File: config.mk
export PLATFORM = sky130hd
export DESIGN_NAME = serial_subtractor_flat
export DESIGN_NICKNAME = d
export VERILOG_FILES = /design/src/rtl/serial_subtractor_pkg.sv /design/src/rtl/serial_subtractor_if.sv /design/src/rtl/serial_subtractor_full_sub.sv /design/src/rtl/serial_subtractor.sv /design/src/flat_wrapper.sv
export SDC_FILE = /design/constraint.sdc
export NUM_CORES = 1
export LEC_CHECK = 0
export CAP_MARGIN = 20
export CORE_ASPECT_RATIO = 1.5
export CORE_MARGIN = 2
export CORE_UTILIZATION = 30
export CTS_CLUSTER_DIAMETER = 100
export CTS_CLUSTER_SIZE = 40
export DETAILED_ROUTE_END_ITERATION = 12
export PLACE_DENSITY = 0.56
export SLEW_MARGIN = 20
export SYNTH_ARGS = -nofsm -noshare
export SYNTH_HDL_FRONTEND = slang
export SYNTH_SLANG_ARGS = --single-unit
export TNS_END_PERCENT = 20
File: constraint.sdc
create_clock -name clk -period 1.46 [get_ports clk]
set_input_delay 0.292 -clock clk [delete_from_list [all_inputs] [get_ports clk]]
set_output_delay 0.292 -clock clk [all_outputs]
set_load 0.02 [all_outputs]
File: src/rtl/serial_subtractor_pkg.sv
// Shared arithmetic-tutorial package: serial subtractor FSM states and defaults.
package arith_pkg;

    typedef enum logic [1:0] {
        IDLE = 2'b00,
        RUN  = 2'b01,
        DONE = 2'b10
    } sub_state_t;

    localparam int DEFAULT_WIDTH = 4;

endpackage

File: src/rtl/serial_subtractor_if.sv
// Operand/result ready-valid bundle for the serial subtractor.
interface serial_subtractor_if
    import arith_pkg::*;
#(
    parameter int WIDTH = DEFAULT_WIDTH
);
    logic             in_valid;
    logic             in_ready;
    logic [WIDTH-1:0] x;
    logic [WIDTH-1:0] y;
    logic             b_in;
    logic             out_valid;
    logic             out_ready;
    logic [WIDTH-1:0] d;
    logic             b_out;

    // Producer/consumer side
    modport master (
        output in_valid, x, y, b_in, out_ready,
        input  in_ready, out_valid, d, b_out
    );

    // Subtractor side
    modport slave (
        input  in_valid, x, y, b_in, out_ready,
        output in_ready, out_valid, d, b_out
    );
endinterface

File: src/rtl/serial_subtractor_full_sub.sv
// Single-bit subtractor cells: half subtractor and a full subtractor built
// from two half stages plus an OR, the borrow-chain twin of the full adder.
module half_subtractor (
    input  logic x,
    input  logic y,
    output logic d,
    output logic b
);
    assign d = x ^ y;
    assign b = ~x & y;
endmodule

module full_subtractor (
    input  logic x,
    input  logic y,
    input  logic b_in,
    output logic d,
    output logic b_out
);
    logic d1;
    logic b1;
    logic b2;

    half_subtractor u_hs0 (.x(x),  .y(y),    .d(d1), .b(b1));
    half_subtractor u_hs1 (.x(d1), .y(b_in), .d(d),  .b(b2));

    // A borrow arises from either stage; they never both fire.
    assign b_out = b1 | b2;
endmodule

File: src/rtl/serial_subtractor.sv
// Bit-serial LSB-first subtractor: d = x - y - b_in over WIDTH RUN cycles,
// with ready/valid handshakes on the operand and result sides.
module serial_subtractor
    import arith_pkg::*;
#(
    parameter int WIDTH = DEFAULT_WIDTH
) (
    input  logic              clk,
    input  logic              rst_n,
    serial_subtractor_if.slave bus
);
    // Bit counter needs at least one bit even for WIDTH=1.
    localparam int CW = (WIDTH > 1) ? $clog2(WIDTH) : 1;

    sub_state_t       state_q,     state_d;
    logic [WIDTH-1:0] x_sh_q,      x_sh_d;
    logic [WIDTH-1:0] y_sh_q,      y_sh_d;
    logic [WIDTH-1:0] d_sh_q,      d_sh_d;
    logic [WIDTH-1:0] d_res_q,     d_res_d;
    logic             borrow_q,    borrow_d;
    logic             b_res_q,     b_res_d;
    logic [CW-1:0]    count_q,     count_d;
    logic             in_ready_q,  in_ready_d;
    logic             out_valid_q, out_valid_d;

    logic             bit_diff;
    logic             bit_borrow;
    logic [WIDTH-1:0] d_sh_shift;

    full_subtractor u_fs (
        .x     (x_sh_q[0]),
        .y     (y_sh_q[0]),
        .b_in  (borrow_q),
        .d     (bit_diff),
        .b_out (bit_borrow)
    );

    // New difference bit enters at the MSB so the LSB lands in bit 0 last.
    if (WIDTH == 1) begin : g_sh1
        assign d_sh_shift = bit_diff;
    end else begin : g_shn
        assign d_sh_shift = {bit_diff, d_sh_q[WIDTH-1:1]};
    end

    // Next-state and datapath update for the IDLE/RUN/DONE sequence.
    always_comb begin
        state_d     = state_q;
        x_sh_d      = x_sh_q;
        y_sh_d      = y_sh_q;
        d_sh_d      = d_sh_q;
        d_res_d     = d_res_q;
        borrow_d    = borrow_q;
        b_res_d     = b_res_q;
        count_d     = count_q;
        in_ready_d  = in_ready_q;
        out_valid_d = out_valid_q;
        case (state_q)
            IDLE: begin
                if (bus.in_valid) begin
                    x_sh_d     = bus.x;
                    y_sh_d     = bus.y;
                    borrow_d   = bus.b_in;
                    d_sh_d     = '0;
                    count_d    = '0;
                    in_ready_d = 1'b0;
                    state_d    = RUN;
                end
            end
            RUN: begin
                x_sh_d   = x_sh_q >> 1;
                y_sh_d   = y_sh_q >> 1;
                d_sh_d   = d_sh_shift;
                borrow_d = bit_borrow;
                count_d  = count_q + CW'(1);
                if (count_q == CW'(WIDTH - 1)) begin
                    d_res_d     = d_sh_shift;
                    b_res_d     = bit_borrow;
                    out_valid_d = 1'b1;
                    state_d     = DONE;
                end
            end
            DONE: begin
                if (bus.out_ready) begin
                    out_valid_d = 1'b0;
                    in_ready_d  = 1'b1;
                    state_d     = IDLE;
                end
            end
            default: begin
                out_valid_d = 1'b0;
                in_ready_d  = 1'b1;
                state_d     = IDLE;
            end
        endcase
    end

    // State, datapath and registered handshake outputs; async clear.
    always_ff @(posedge clk or negedge rst_n) begin
        if (!rst_n) begin
            state_q     <= IDLE;
            x_sh_q      <= '0;
            y_sh_q      <= '0;
            d_sh_q      <= '0;
            d_res_q     <= '0;
            borrow_q    <= 1'b0;
            b_res_q     <= 1'b0;
            count_q     <= '0;
            in_ready_q  <= 1'b1;
            out_valid_q <= 1'b0;
        end else begin
            state_q     <= state_d;
            x_sh_q      <= x_sh_d;
            y_sh_q      <= y_sh_d;
            d_sh_q      <= d_sh_d;
            d_res_q     <= d_res_d;
            borrow_q    <= borrow_d;
            b_res_q     <= b_res_d;
            count_q     <= count_d;
            in_ready_q  <= in_ready_d;
            out_valid_q <= out_valid_d;
        end
    end

    assign bus.in_ready  = in_ready_q;
    assign bus.out_valid = out_valid_q;
    assign bus.d         = d_res_q;
    assign bus.b_out     = b_res_q;

endmodule

File: src/flat_wrapper.sv
// flat-port wrapper written by rule: the top's interface ports become plain ports
module serial_subtractor_flat import arith_pkg::*;
#(
    parameter int WIDTH = DEFAULT_WIDTH
)
  (clk, rst_n, bus_in_valid, bus_x, bus_y, bus_b_in, bus_out_ready, bus_in_ready, bus_out_valid, bus_d, bus_b_out);
  serial_subtractor_if #(.WIDTH(WIDTH)) bus_i ();
  input  logic clk;
  input  logic rst_n;
  input wire logic [$bits(bus_i.in_valid)-1:0] bus_in_valid;
  input wire logic [$bits(bus_i.x)-1:0] bus_x;
  input wire logic [$bits(bus_i.y)-1:0] bus_y;
  input wire logic [$bits(bus_i.b_in)-1:0] bus_b_in;
  input wire logic [$bits(bus_i.out_ready)-1:0] bus_out_ready;
  output wire logic [$bits(bus_i.in_ready)-1:0] bus_in_ready;
  output wire logic [$bits(bus_i.out_valid)-1:0] bus_out_valid;
  output wire logic [$bits(bus_i.d)-1:0] bus_d;
  output wire logic [$bits(bus_i.b_out)-1:0] bus_b_out;
  assign bus_i.in_valid = bus_in_valid;
  assign bus_i.x = bus_x;
  assign bus_i.y = bus_y;
  assign bus_i.b_in = bus_b_in;
  assign bus_i.out_ready = bus_out_ready;
  assign bus_in_ready = bus_i.in_ready;
  assign bus_out_valid = bus_i.out_valid;
  assign bus_d = bus_i.d;
  assign bus_b_out = bus_i.b_out;
  serial_subtractor #(.WIDTH(WIDTH)) u_core (.clk(clk), .rst_n(rst_n), .bus(bus_i));
endmodule
Word-level counts from Yosys, hierarchy flattened
Cells that the tools add are included.
- ROM bits: 0
- bits in latches: 0
- logic and storage cells: 53
- RAM bits: 0
- input bits: 13
- register bits after elaboration: 24
- memories: 0
- output and inout port bits: 7
- $add $sub $neg: 1
- bitwise gates (word level): 9
- shift-type cells: 0
- multiplexer cells: 20
- eq/ne operators: 6
- divide/modulo/power cells: 0
- $lt $le $gt $ge: 0
- reductions and logical operators: 7
- $mul: 0
- operators with widths (cell ; number):
    case mux 4 bit (2 select lines) ; 3
    2-to-1 mux 4 bit ; 3
    AND reduction 3 bit ; 3
    2-to-1 mux 2 bit ; 4
    case mux 1 bit (3 select lines) ; 2
    case mux 2 bit (3 select lines) ; 1
    2-to-1 mux 1 bit ; 5
    equality test 2 bit, second input constant ; 2
    inequality test 2 bit, second input constant ; 2
    NOT 1 bit ; 4
    case mux 2 bit (2 select lines) ; 1
    AND reduction 2 bit ; 2
    adder 2 x 1 -> 2 bit, second input constant ; 1
    AND 1 bit ; 2
    equality test 2 x 1 -> 1 bit, second input constant ; 1
    logical NOT 2 bit ; 1
    inequality test 2 x 1 -> 1 bit, second input constant ; 1
    case mux 1 bit (2 select lines) ; 1
    nonzero test 2 bit ; 1
    bitwise XOR 1 bit ; 2
    bitwise OR 1 bit ; 1

Depth between registers and ports, before layout
Gate-level depths: netlist of run 1.
- depth after elaboration: 5
- gate-level depth with buffers: 4
- mapped depth without buffers: 4

Hierarchy
Synthesis of run 1 repeated with hierarchy kept, for this count alone.
- cells, all modules: 94
- area, all modules: 1038.5 um2
- modules (own cells, without submodules) (module ; area each (um2) ; sequential area each (um2) ; times used ; cells each):
    serial_subtractor ; 992.2 ; 576.8 ; 1 ; 87
    half_subtractor ; 20.0 ; 0.0 ; 2 ; 3
    full_subtractor ; 6.3 ; 0.0 ; 1 ; 1

Worst setup path before layout of run 1
No wires, ideal clock.
- path kind: register to register
- from: register u_core.count_q[0]
- to: register u_core.d_res_q[0], in the netlist u_core.bus.d[0]
- setup time: 0.125 ns
- path slack: 0.202 ns
- path buffers: 0
- data arrival time: 1.133 ns
- required time: 1.335 ns
- period minus slack after synthesis: 1.258 ns
- cell stages (with the launch flop): 4
- cells stage by stage: dfrtp_1 ha_1 nand3b_1 mux2_2
- longest elaborated chain between the ends: 2
- ends and longest elaborated chain (item ; line ; RTL):
    from (decl) ; serial_subtractor.sv:22 ; logic [CW-1:0] count_q, count_d;
    from (signal assigned) ; serial_subtractor.sv:118 ; count_q <= count_d;
    equality test 2 bit ; serial_subtractor.sv:75 ; if (count_q == CW'(WIDTH - 1)) begin
    AND reduction 2 bit (no line) ; - ;
    to (signal assigned) ; serial_subtractor.sv:115 ; d_res_q <= d_res_d;
    to (decl) ; serial_subtractor.sv:19 ; logic [WIDTH-1:0] d_res_q, d_res_d;
No other way between the ends.
A chain may end at the register's enable or synchronous reset.

Worst setup path after layout of run 1
- from: register u_core.in_ready_q, in the netlist u_core.bus.in_ready
- to: output port bus_in_ready
- RTL lines (item ; line ; RTL):
    from (decl) ; serial_subtractor.sv:23 ; logic in_ready_q, in_ready_d;
    from (signal assigned) ; serial_subtractor.sv:119 ; in_ready_q <= in_ready_d;
    to (decl) ; flat_wrapper.sv:15 ; output wire logic [$bits(bus_i.in_ready)-1:0] bus_in_ready;
No word-level cell between the ends.

==> results of run 1 <==
==> layout make-up <==
class	instances	area (sq um)
fill	314	1840
sequential	23	577
multi-input combinational	55	394
timing repair buffer	27	243
tap	40	50.0
clock buffer	3	41.3
inverter	2	7.51
clock inverter	1	5.00
==> logic make-up after synthesis <==
| logic type | Yosys count | share of synthesized area, % |
|---|---|---|
| AOI/OAI and AO/OA | 23 | 17.7 |
| adders and majority gates | 2 | 3.26 |
| buffers and inverters | 5 | 2.76 |
| DFF | 23 | 57.8 |
| muxes | 4 | 4.51 |
| and+or+nand+nor | 26 | 14.0 |
==> stage by stage <==
step | setup slack [ns] | cell area, sq um
after floorplan | 0.202 | 998
after global placement | 0.0523 | 1280
after detailed placement | 0.0199 | 1280
after CTS | 0.0185 | 1320
after global routing | 0.0110 | 1320
final | 0.0588 | 1320
==> path summary, 6_finish.rpt <==
path                            cells past startpoint                   to                 from
max in group asynchronous                           2  u_core.bus.in_ready                rst_n
worst max register to register                      3      u_core.bus.d[1]    u_core.count_q[0]
worst min register to register                      2     u_core.bus.b_out     u_core.bus.b_out
min in group clk                                    2     u_core.bus.b_out     u_core.bus.b_out
worst min-delay path                                2     u_core.y_sh_q[2]                rst_n
worst max-delay path                                1         bus_in_ready  u_core.bus.in_ready
==> timing repair <==
item                                    4_1_cts  5_1_grt
endpoints found under the setup margin        7        1
setup buffers                                 0        0
pin swaps                                     0        0
gates resized for setup                       7        1
==> power groups by stage <==
stage	clock network (mW)	registers, mW	logic (mW)
final	0.390	1.10	1.28
after global routing	0.432	1.16	1.45
after CTS	0.406	1.11	1.31
after detailed placement	0	1.12	1.37
after global placement	0	1.12	1.34
after floorplan	0	1.21	0.788
==> flip-flops by register name, summed over array words and instances, names as in the netlist <==
signal / count
u_core.state_q: 2
u_core.borrow_q: 1
u_core.bus.in_ready: 1
u_core.d_sh_q: 3
u_core.count_q: 2
u_core.x_sh_q: 4
u_core.y_sh_q: 4
u_core.bus.out_valid: 1
u_core.bus.b_out: 1
u_core.bus.d: 4
==> synthesized netlist by cell type <==
cell / number
dfrtp_1: 22
nand2_1: 7
o21ai_0: 7
nand3b_1: 6
nor2_1: 5
o221a_2: 5
a22o_1: 4
mux2_2: 4
a21oi_1: 3
nor2b_1: 3
buf_4: 2
inv_1: 2
nor3_1: 2
a211oi_1: 1
a222oi_1: 1
buf_2: 1
dfstp_2: 1
fa_1: 1
ha_1: 1
nand2b_1: 1
nand2b_2: 1
nor2_2: 1
o21ba_2: 1
o21bai_1: 1
==> metal layers <==
| layer | global-route usage, % | part of all wire (%) | up-vias |
|---|---|---|---|
| met2 | 21.1 | 47 | 16 |
| met5 | 0 | 0 | - |
| met3 | 1.59 | 2.7 | 6 |
| li1 | - | - | 357 |
| met4 | 9.31 | 3.5 | 0 |
| met1 | 15.3 | 46 | 355 |
==> worst reg2reg max path, cell delays in order, from the launching register on <==
cell      delay [ns]
dfrtp_1         0.40
ha_1            0.24
nand3b_1        0.23
mux2_2          0.37
==> results.yml, run 1 <==
routing:
  initialDrtViolationCount: 12
  drt_first_pass_iters: 4
  num_vias: 734
  wl_um: 2000
  drc: 0
  final_antenna_net_count: 0
  vias_per_cell: 4.86
  routedWlPerCell_um: 13.2
sta:
  tightest_slew_ns: 0.352
  slew_headroom_pct: 76.5
  setup_violations: 0
  finClkSkew_ns: 0.00217
  layout_min_cycle_time_ns: 1.40
  holdWs_ns: 0.380
  fin_crit_sh_pct: 96.0
  finalMaxSlewViolations: 0
  finalHoldViolations: 0
  rsz0062_at_grt: "no"
  clock.fmax_mhz: 714
  fin_tns_setup_ns: 0
power:
  p_switching_mw: 0.992
  leakagePower_nw: 0.581
  clkPwrFrac_pct: 14.0
  p_per_area_mw_per_mm2: 2110
  internal-power_mw: 1.79
  finalPower_mw: 2.78
  max-vdd-ir-drop_mv: 1.12
  p_seq_share_pct: 39.7
  combPwrFrac_pct: 46.2
  switching_share_pct: 35.7
place:
  portBuffers: 19
  place_hpwl_um: 1480
  dp_cells: 147
  place.gp.congestion: 0.722
synthesis:
  synthDistinctLibCells: 24
  ys_ff_latch: 23
  ys_seq_area_share_pct: 57.8
  synth_top_cells_by_area: "dfrtp_1 (55%), o221a_2 (5.6%), mux2_2 (4.5%)"
  synth_top_area_share_pct: 55.1
  synth_area_per_cell_sq_um: 12.0
  synth_cells: 83
  synth_top_area_cell: "dfrtp_1"
  mappedNetlistArea_sq_um: 998
  syn-num-nets: 98
  ys_warn_count: 0
floorplan:
  io_pins: 20
  initial_core_util_pct: 31.6
  die_h_um: 74.7
  die_width_um: 51.1
  core_region_area_sq_mm: 0.00316
  die_area_sq_mm: 0.00382
  fp-row-count: 25
grt:
  grt_pass1_vias: 802
  grt_pass1_wl_um: 3630
  overflow: 0
  grt_usage_pct: 12.8
  grt_max_degree: 24
  antenna_found_initial: 0
worst_setup_path:
  critPathBufInv: 1
  startpoint_type: "flop"
  cp_max_fo: 3
  arrival_ns: 1.11
  max_stage_delay_ns: 0.55
  cpLargestDelayFamily: "flip-flops"
  r2r_setup_slack_ns: 0.12
  end_kind: "primary output"
  critPathRequiredTime_ns: 1.17
  slowest_stage: "dfstp_2"
  path_class: "flop to primary output"
  crit_chain: "clkdlybuf4s15_1"
cts:
  htree_levels: 1
  hold_buffers: 0
  path_clk_slew_ns: 0.08
  cts_tree: "done"
  cts.sinks: 23
  clock-root-buffer: "clkbuf_8"
  clock_path_buffers: 2
  numCtsBuffers: 3
  clock_latency_ns: 0.26
finish:
  stdcell_count: 151
  n_antenna_cell: 0
  syn2layout_area_growth_pct: 32.0
  final_common_cell: "dfrtp_1"
  final_util_pct: 41.7
  final_cell_mix: "dfrtp_1 (22), clkdlybuf4s50_1 (12), buf_4 (8)"
  drive_gt1_share_pct: 22.5
  final_nets: 127
min_path:
  min_path_type: "input pin to async pin"
run_status:
  status: "finished clean"
flow_run:
  drv_cap: 0
No activity file was read; power rests on OpenSTA's default activity.
==> inputs of run 2 (changes only) <==
--- a/config.mk
+++ b/config.mk
@@ -8,11 +8,11 @@
 export CAP_MARGIN = 20
 export CORE_ASPECT_RATIO = 1.5
 export CORE_MARGIN = 2
-export CORE_UTILIZATION = 30
+export CORE_UTILIZATION = 29
 export CTS_CLUSTER_DIAMETER = 100
 export CTS_CLUSTER_SIZE = 40
 export DETAILED_ROUTE_END_ITERATION = 12
-export PLACE_DENSITY = 0.56
+export PLACE_DENSITY = 0.55
 export SLEW_MARGIN = 20
 export SYNTH_ARGS = -nofsm -noshare
 export SYNTH_HDL_FRONTEND = slang
==> run 2 against run 1 <==
Against the previous run: cell count is 1.3% higher; power is 1.1% lower; critical path type unchanged; worst hold slack worse by 0.0049 ns; register-to-register slack worse by 0.02 ns; worst setup slack worse by 0.027 ns; utilization is 2.3 points lower; die area is 3.2% higher; critical path depth stayed put; highest routed layer unchanged; combinational power is 3% lower.
==> results.yml, run 2 (synthesized netlist as in run 1, its figures left out) <==
run_status:
  status: "finished clean"
worst_setup_path:
  slowest_stage: "dfstp_2"
  crit_chain: "dlygate4sd2_1"
  max_stage_delay_ns: 0.55
  startpoint_type: "flop"
  end_kind: "primary output"
  cpLargestDelayFamily: "flip-flops"
  critPathRequiredTime_ns: 1.17
  cp_max_fo: 3
  path_class: "flop to primary output"
  critPathBufInv: 1
  arrival_ns: 1.14
routing:
  drc: 0
  drt_first_pass_iters: 4
  vias_per_cell: 4.81
  final_antenna_net_count: 0
  num_vias: 736
  routedWlPerCell_um: 12.7
  initialDrtViolationCount: 16
  wl_um: 1950
grt:
  grt_pass1_wl_um: 3440
  grt_usage_pct: 11.9
  grt_max_degree: 24
  overflow: 0
  antenna_found_initial: 0
  grt_pass1_vias: 760
sta:
  finClkSkew_ns: 0.00630
  finalMaxSlewViolations: 0
  fin_crit_sh_pct: 97.8
  holdWs_ns: 0.375
  worst_slack_ns: 0.0318
  slew_headroom_pct: 66.7
  clock.fmax_mhz: 700
  layout_min_cycle_time_ns: 1.43
  setup_violations: 0
  finalHoldViolations: 0
  tightest_slew_ns: 0.499
  rsz0062_at_grt: "no"
place:
  place.gp.congestion: 0.675
  dp_slack_ns: -0.0656
  portBuffers: 19
  placed_area_sq_mm: 0.00127
  place_hpwl_um: 1460
flow_run:
  drv_cap: 0
finish:
  syn2layout_area_growth_pct: 32.1
  final_common_cell: "dfrtp_1"
  final_nets: 127
  drive_gt1_share_pct: 22.5
  n_antenna_cell: 0
  final_area_sq_mm: 0.00132
  final_cell_mix: "dfrtp_1 (22), clkdlybuf4s50_1 (12), buf_4 (8)"
  fillCellCount: 344
cts:
  htree_levels: 1
  clock-root-buffer: "clkbuf_8"
  cts_tree: "done"
  numCtsBuffers: 3
  hold_buffers: 0
  clock_path_buffers: 2
  clock_latency_ns: 0.26
  path_clk_slew_ns: 0.08
  cts.sinks: 23
floorplan:
  die_area_sq_mm: 0.00394
  core_region_area_sq_mm: 0.00335
  fp-row-count: 26
  initial_core_util_pct: 29.8
  die_width_um: 51.9
  io_pins: 20
  die_h_um: 75.9
power:
  max-vdd-ir-drop_mv: 0.895
  leakagePower_nw: 0.583
  p_per_area_mw_per_mm2: 2090
min_path:
  min_path_type: "input pin to async pin"
==> run 2: cell count changes in the layout (fill, tap and decap cells not counted) <==
| cell | delta |
|---|---|
| dlygate4sd2_1 | +1 |
| clkdlybuf4s15_1 | -1 |
==> run 2: repair_timing <==
action | CTS | global route
setup endpoints to repair | 7 | 4
buffers inserted | 0 | 1
resized for setup | 7 | 0
gates cloned | 0 | 0
==> run 2: final timing paths <==
check	startpoint	end	slack, ns	depth (start not counted)
setup reg to reg	u_core.count_q[0]	u_core.bus.d[3]	0.10	4
hold reg to reg	u_core.bus.b_out	u_core.bus.b_out	0.49	2
min in group clk	u_core.bus.b_out	u_core.bus.b_out	0.49	2
hold / removal	rst_n	u_core.bus.b_out	0.38	2
max in group asynchronous	rst_n	u_core.bus.in_ready	0.80	2
setup / recovery	u_core.bus.in_ready	bus_in_ready	0.03	1
==> run 2: area by class of cell <==
| type | count | area (sq um) | area share, % |
|---|---|---|---|
| clock buffer | 3 | 41.3 | 3.13 |
| multi-input combinational | 55 | 394 | 29.9 |
| inverter | 2 | 7.51 | 0.569 |
| sequential | 23 | 577 | 43.7 |
| tap | 42 | 52.6 | 3.98 |
| clock inverter | 1 | 5.00 | 0.380 |
| timing repair buffer | 27 | 241 | 18.3 |
==> run 2: through the flow <==
stage / setup TNS [ns] / instances / utilization (%) / total power [mW]
floorplan: 0 / 83 / - / 2.00
global placement: -0.0169 / 148 / 38.0 / 2.42
detailed placement: -0.235 / 148 / 38.0 / 2.46
CTS: 0 / 152 / 39.1 / 2.78
global route: 0 / 153 / 39.4 / 3.00
finish: 0 / 153 / 39.4 / 2.75
==> run 2: routing by layer <==
metal	global-route usage (%)	routed length, um
met5	0	0
met4	7.02	51
met1	15.3	876
met3	1.76	76
met2	18.8	940
==> run 2: power by group <==
part	switching, mW	total [mW]	internal (mW)
logic	0.610	1.24	0.630
registers	0.176	1.12	0.946
clock network	0.197	0.387	0.190
==> inputs of run 3 (changes only) <==
--- a/config.mk
+++ b/config.mk
@@ -7,7 +7,6 @@
 export LEC_CHECK = 0
 export CAP_MARGIN = 20
 export CORE_ASPECT_RATIO = 1.5
-export CORE_MARGIN = 2
 export CORE_UTILIZATION = 29
 export CTS_CLUSTER_DIAMETER = 100
 export CTS_CLUSTER_SIZE = 40
==> run 3 against run 2 <==
Against the previous run: fmax increased by 1.6%; clock-buffer cell count unchanged; sequential share of layout area up 0.55 points; non-clock buffer count is 2 lower; die area down 6.4%; utilization rose by 1.1 points; critical path depth stayed put; critical path type unchanged; highest routed layer unchanged.
==> results.yml, run 3 (synthesized netlist as in run 1, its figures left out) <==
floorplan:
  die_area_sq_mm: 0.00369
  die_width_um: 49.9
  initial_core_util_pct: 31.0
  fp-row-count: 25
  core_region_area_sq_mm: 0.00322
  io_pins: 20
  die_h_um: 73.9
finish:
  regArea_sq_um: 577
  fillCellCount: 320
  syn2layout_area_growth_pct: 30.5
  final_cell_mix: "dfrtp_1 (22), clkdlybuf4s50_1 (12), nand2_1 (7), o21ai_0 (7)"
  drive_gt1_share_pct: 21.1
  final_common_cell: "dfrtp_1"
  multi_input_area_sq_um: 394
  stdcell_count: 149
  final_nets: 125
  n_antenna_cell: 0
cts:
  cts.sinks: 23
  clock_path_buffers: 2
  clock-root-buffer: "clkbuf_8"
  cts_tree: "done"
  clock_latency_ns: 0.26
  path_clk_slew_ns: 0.08
  htree_levels: 1
  numCtsBuffers: 3
grt:
  grt_usage_pct: 12.2
  antenna_found_initial: 0
  grt_pass1_vias: 727
  grt_max_degree: 24
  overflow: 0
  grt_pass1_wl_um: 3420
place:
  portBuffers: 19
  place.gp.congestion: 0.696
  place_hpwl_um: 1460
  dp_slack_ns: -0.0237
  dp_cells: 144
worst_setup_path:
  critPathRequiredTime_ns: 1.17
  path_class: "flop to primary output"
  max_stage_delay_ns: 0.55
  crit_chain: "clkdlybuf4s15_1"
  cp_max_fo: 3
  end_kind: "primary output"
  cpLargestDelayFamily: "flip-flops"
  slowest_stage: "dfstp_2"
  startpoint_type: "flop"
  critPathBufInv: 1
  arrival_ns: 1.11
min_path:
  min_path_type: "input pin to async pin"
power:
  max-vdd-ir-drop_mv: 0.893
  finalPower_mw: 2.76
  p_per_area_mw_per_mm2: 2120
  leakagePower_nw: 0.572
flow_run:
  drv_cap: 0
routing:
  final_antenna_net_count: 0
  vias_per_cell: 4.92
  num_vias: 733
  wl_um: 2020
  drt_first_pass_iters: 4
  initialDrtViolationCount: 24
  routedWlPerCell_um: 13.6
  drc: 0
sta:
  finalMaxSlewViolations: 0
  worst_slack_ns: 0.0538
  slew_headroom_pct: 74.5
  fin_crit_sh_pct: 96.3
  holdWs_ns: 0.381
  setup_violations: 0
  fin_tns_setup_ns: 0
  finClkSkew_ns: 0.00118
  rsz0062_at_grt: "no"
  tightest_slew_ns: 0.381
  layout_min_cycle_time_ns: 1.41
  finalHoldViolations: 0
  clock.fmax_mhz: 711
run_status:
  status: "finished clean"
-- run 3: changes by cell type in the layout (fill, tap and decap cells not counted) --
cell / change
dlygate4sd2_1: -1
buf_4: -2
clkdlybuf4s15_1: +1
-- run 3: worst paths after layout --
kind | slack [ns] | start | cells after the start | endpoint
hold / removal | 0.38 | rst_n | 2 | u_core.y_sh_q[2]
max in group asynchronous | 0.80 | rst_n | 2 | u_core.bus.in_ready
setup / recovery | 0.05 | u_core.bus.in_ready | 1 | bus_in_ready
setup reg to reg | 0.12 | u_core.count_q[0] | 4 | u_core.bus.d[2]
hold reg to reg | 0.48 | u_core.bus.b_out | 2 | u_core.bus.b_out
min in group clk | 0.48 | u_core.bus.b_out | 2 | u_core.bus.b_out
-- run 3: layout make-up --
cell class / count / area share [%]
sequential: 23 / 44.3
multi-input combinational: 55 / 30.3
timing repair buffer: 25 / 17.5
tap: 40 / 3.84
clock buffer: 3 / 3.17
inverter: 2 / 0.576
clock inverter: 1 / 0.384
-- run 3: routing by layer --
| layer | track usage [%] | routed length [um] | vias to the layer above |
|---|---|---|---|
| met5 | 0 | 0 | - |
| met4 | 4.76 | 9 | 0 |
| met2 | 20.3 | 976 | 12 |
| met1 | 16.2 | 980 | 362 |
| met3 | 1.24 | 58 | 2 |
| li1 | - | - | 357 |
-- run 3: timing repair --
item                       4_1_cts  5_1_grt
setup buffers                    0        1
resized for setup                7        1
setup endpoints to repair        7        5
pin swaps                        0        1
hold buffers                     0        0
-- run 3: metrics by stage --
stage | instance area, sq um | utilization [%]
2_1_floorplan | 998 | -
3_3_place_gp | 1260 | 39.0
3_5_place_dp | 1260 | 39.0
4_1_cts | 1290 | 40.2
5_1_grt | 1300 | 40.4
6_report | 1300 | 40.4
-- run 3: where the power goes --
group,internal [mW],leakage [nW],switching (mW)
logic,0.630,0.266,0.626
registers,0.946,0.280,0.170
clock network,0.190,0.0255,0.202
==> RTL change, RTL diff (settings of run 3) <==
Encoding of `sub_state_t`: now one-hot (3 bits for 3 states).
--- a/src/rtl/serial_subtractor_pkg.sv
+++ b/src/rtl/serial_subtractor_pkg.sv
@@ -2,8 +2,8 @@
 package arith_pkg;
 
-    typedef enum logic [1:0] {
-        IDLE = 2'b00,
-        RUN  = 2'b01,
-        DONE = 2'b10
+    typedef enum logic [2:0] {
+        IDLE = 3'b001,
+        RUN  = 3'b010,
+        DONE = 3'b100
     } sub_state_t;
 
Formal check against the unedited RTL: no difference found for any inputs over 10 cycles, from zero or initial values and one cycle with rst_n low; not proved beyond that.
==> RTL change against run 3 <==
  * Clock power increased by 50%
  * First-iteration DRC count fell by 33%
  * Total power up 4.6%
  * Final area up 21%
  * Routed wire length is 25% higher
  * Setup slack improved by 0.0057 ns
  * Combinational power decreased by 6%
  * Sequential cell count grew 1
  * Hold slack got worse by 0.0022 ns
  * Core utilization increased by 1.6 points
  * Critical path depth stayed put
  * Maximum frequency rose by 0.41%
  * Area after synthesis increased by 17%
  * Critical path type unchanged
  * Largest cell class unchanged
  * Largest power group unchanged
==> RTL change: results (changes against run 3) <==
| Metric | Value |
|---|---|
| Drt pass-1 iters | 4 (unchanged) |
| Crit-path slowest cell | dfstp_2 (unchanged) |
| CP Max Fanout | 2 (was 3) |
| Bufs w/o clock | 36 (was 25) |
| Multi-input comb cells | 67 (was 55) |
| 1st-iter DRT viols | 16 (was 24) |
| Post-DP HPWL | 1890 microns (was 1460 microns) |
| FF/Latch Area | 604 sq um (was 577 sq um) |
| Rel. slew slack | 78.9% (was 74.5%) |
| Synth Instances | 104 (was 83) |
| Placed insts | 175 (was 144) |
| WL met1 | 1030 microns (was 980 microns) |
| H-tree Lvls | 1 (unchanged) |
| Non-clock buffering overhead | 19.9% (was 17.5%) |
| DR WL/cell | 14.0 microns (was 13.6 microns) |
| Total Routing Usage GR | 13.8% (was 12.2%) |
| Vias in the first global route | 886 (was 727) |
| Placer Congestion | 0.700 (was 0.696) |
| Pin count of the biggest net entering global routing | 25 (was 24) |
| CP max stage delay | 0.54 ns |
| Post-Syn Nets | 119 (was 98) |
| Hold Path Class | in2async (unchanged) |
| Leakage power | 0.718 nW (was 0.572 nW) |
| Initial antenna violation count | 0 (unchanged) |
| Setup Skew | 0.00136 ns (was 0.00118 ns) |
| Multi-input gate area | 510 sq um (was 394 sq um) |
| Outcome | finished, final reports clean (unchanged) |
| Worst VDD drop | 1040 uV (was 893 uV) |
| Critical Path AT | 1.11 ns (about the same) |
| Met3 wire len | 71 microns (was 58 microns) |
| First-pass GRT wire length | 4260 microns (was 3420 microns) |
| Layout cells sized above 1 | 24.1% (was 21.1%) |
| Synth Register Bits | 24 (was 23) |
| ClkCell Share | 4.52% (was 3.55%) |
| Diode count | 0 (unchanged) |
| Post-synth top cells | 22 x dfrtp_1, 10 x nor2_1, 7 x a22o_1 (was 22 x dfrtp_1, 7 x nand2_1, 7 x o21ai_0, 6 x nand3b_1) |
| WL met2 | 1380 microns (was 976 microns) |
| Vias per cell | 5.04 (was 4.92) |
| Non-clk invs | 6 (was 2) |
| Fillers | 370 (was 320) |
| Final WL | 2520 microns (was 2020 microns) |
| P_int | 1.93 mW (was 1.77 mW) |
| Logic pwr share | 40.8% (was 45.4%) |
| Synth cell types | 32 (was 24) |
| Seq/Total Area, Yosys | 51.7% (was 57.8%) |
| Net count reported at finish | 153 (was 125) |
| Ranking of synthesized cells by area | dfrtp_1 47%, a22o_1 5.3%, dfstp_2 4.5% (was dfrtp_1 55%, o221a_2 5.6%, mux2_2 4.5%) |
RTL change: cell types whose count changed in the layout (fill, tap and decap cells not counted), moves of 4 or more:
| cell | delta |
|---|---|
| nor2_1 | +5 |
| nand2_1 | -5 |
| o221a_2 | -5 |
| nand3b_1 | -5 |
| o22ai_1 | +6 |
| o21ai_0 | -6 |
| o32ai_1 | +4 |
| inv_1 | +4 |
| buf_4 | +10 |
RTL change: final timing paths:
check                                             to  cells past startpoint                 from  slack [ns]
worst max-delay path                    bus_in_ready                      1  u_core.bus.in_ready        0.06
worst min-delay path            u_core.bus.out_valid                      2                rst_n        0.38
worst max register to register       u_core.bus.d[3]                      3    u_core.state_q[0]        0.07
worst min register to register      u_core.bus.b_out                      2     u_core.bus.b_out        0.49
max in group asynchronous          u_core.state_q[0]                      2                rst_n        0.80
min in group clk                    u_core.bus.b_out                      2     u_core.bus.b_out        0.49
RTL change: stage by stage:
stage	hold slack, ns	power (mW)	setup WS [ns]	instance area (sq um)
after floorplan	-0.00359	1.85	0.00661	1170
after global placement	0.470	2.28	-0.100	1500
after detailed placement	0.484	2.32	-0.111	1500
after CTS	0.382	2.89	0.0151	1560
after global routing	0.412	3.11	0.00692	1580
final	0.379	2.89	0.0595	1580
RTL change: cells by family after synthesis:
group / share of synthesized area, %
simple gates: 17.1
compound gates: 18.4
flops: 51.7
buf+inv: 4.82
mux: 5.14
fa+ha+maj: 2.79
RTL change: repair_timing:
action | CTS | global route
setup endpoints to repair | 7 | 7
gates resized for setup | 7 | 4
setup buffers | 0 | 1
RTL change: routing by layer:
metal	track usage (%)	up-vias
li1	-	445
met1	16.4	441
met2	23.7	18
met3	1.90	4
met4	5.53	0
met5	0	-
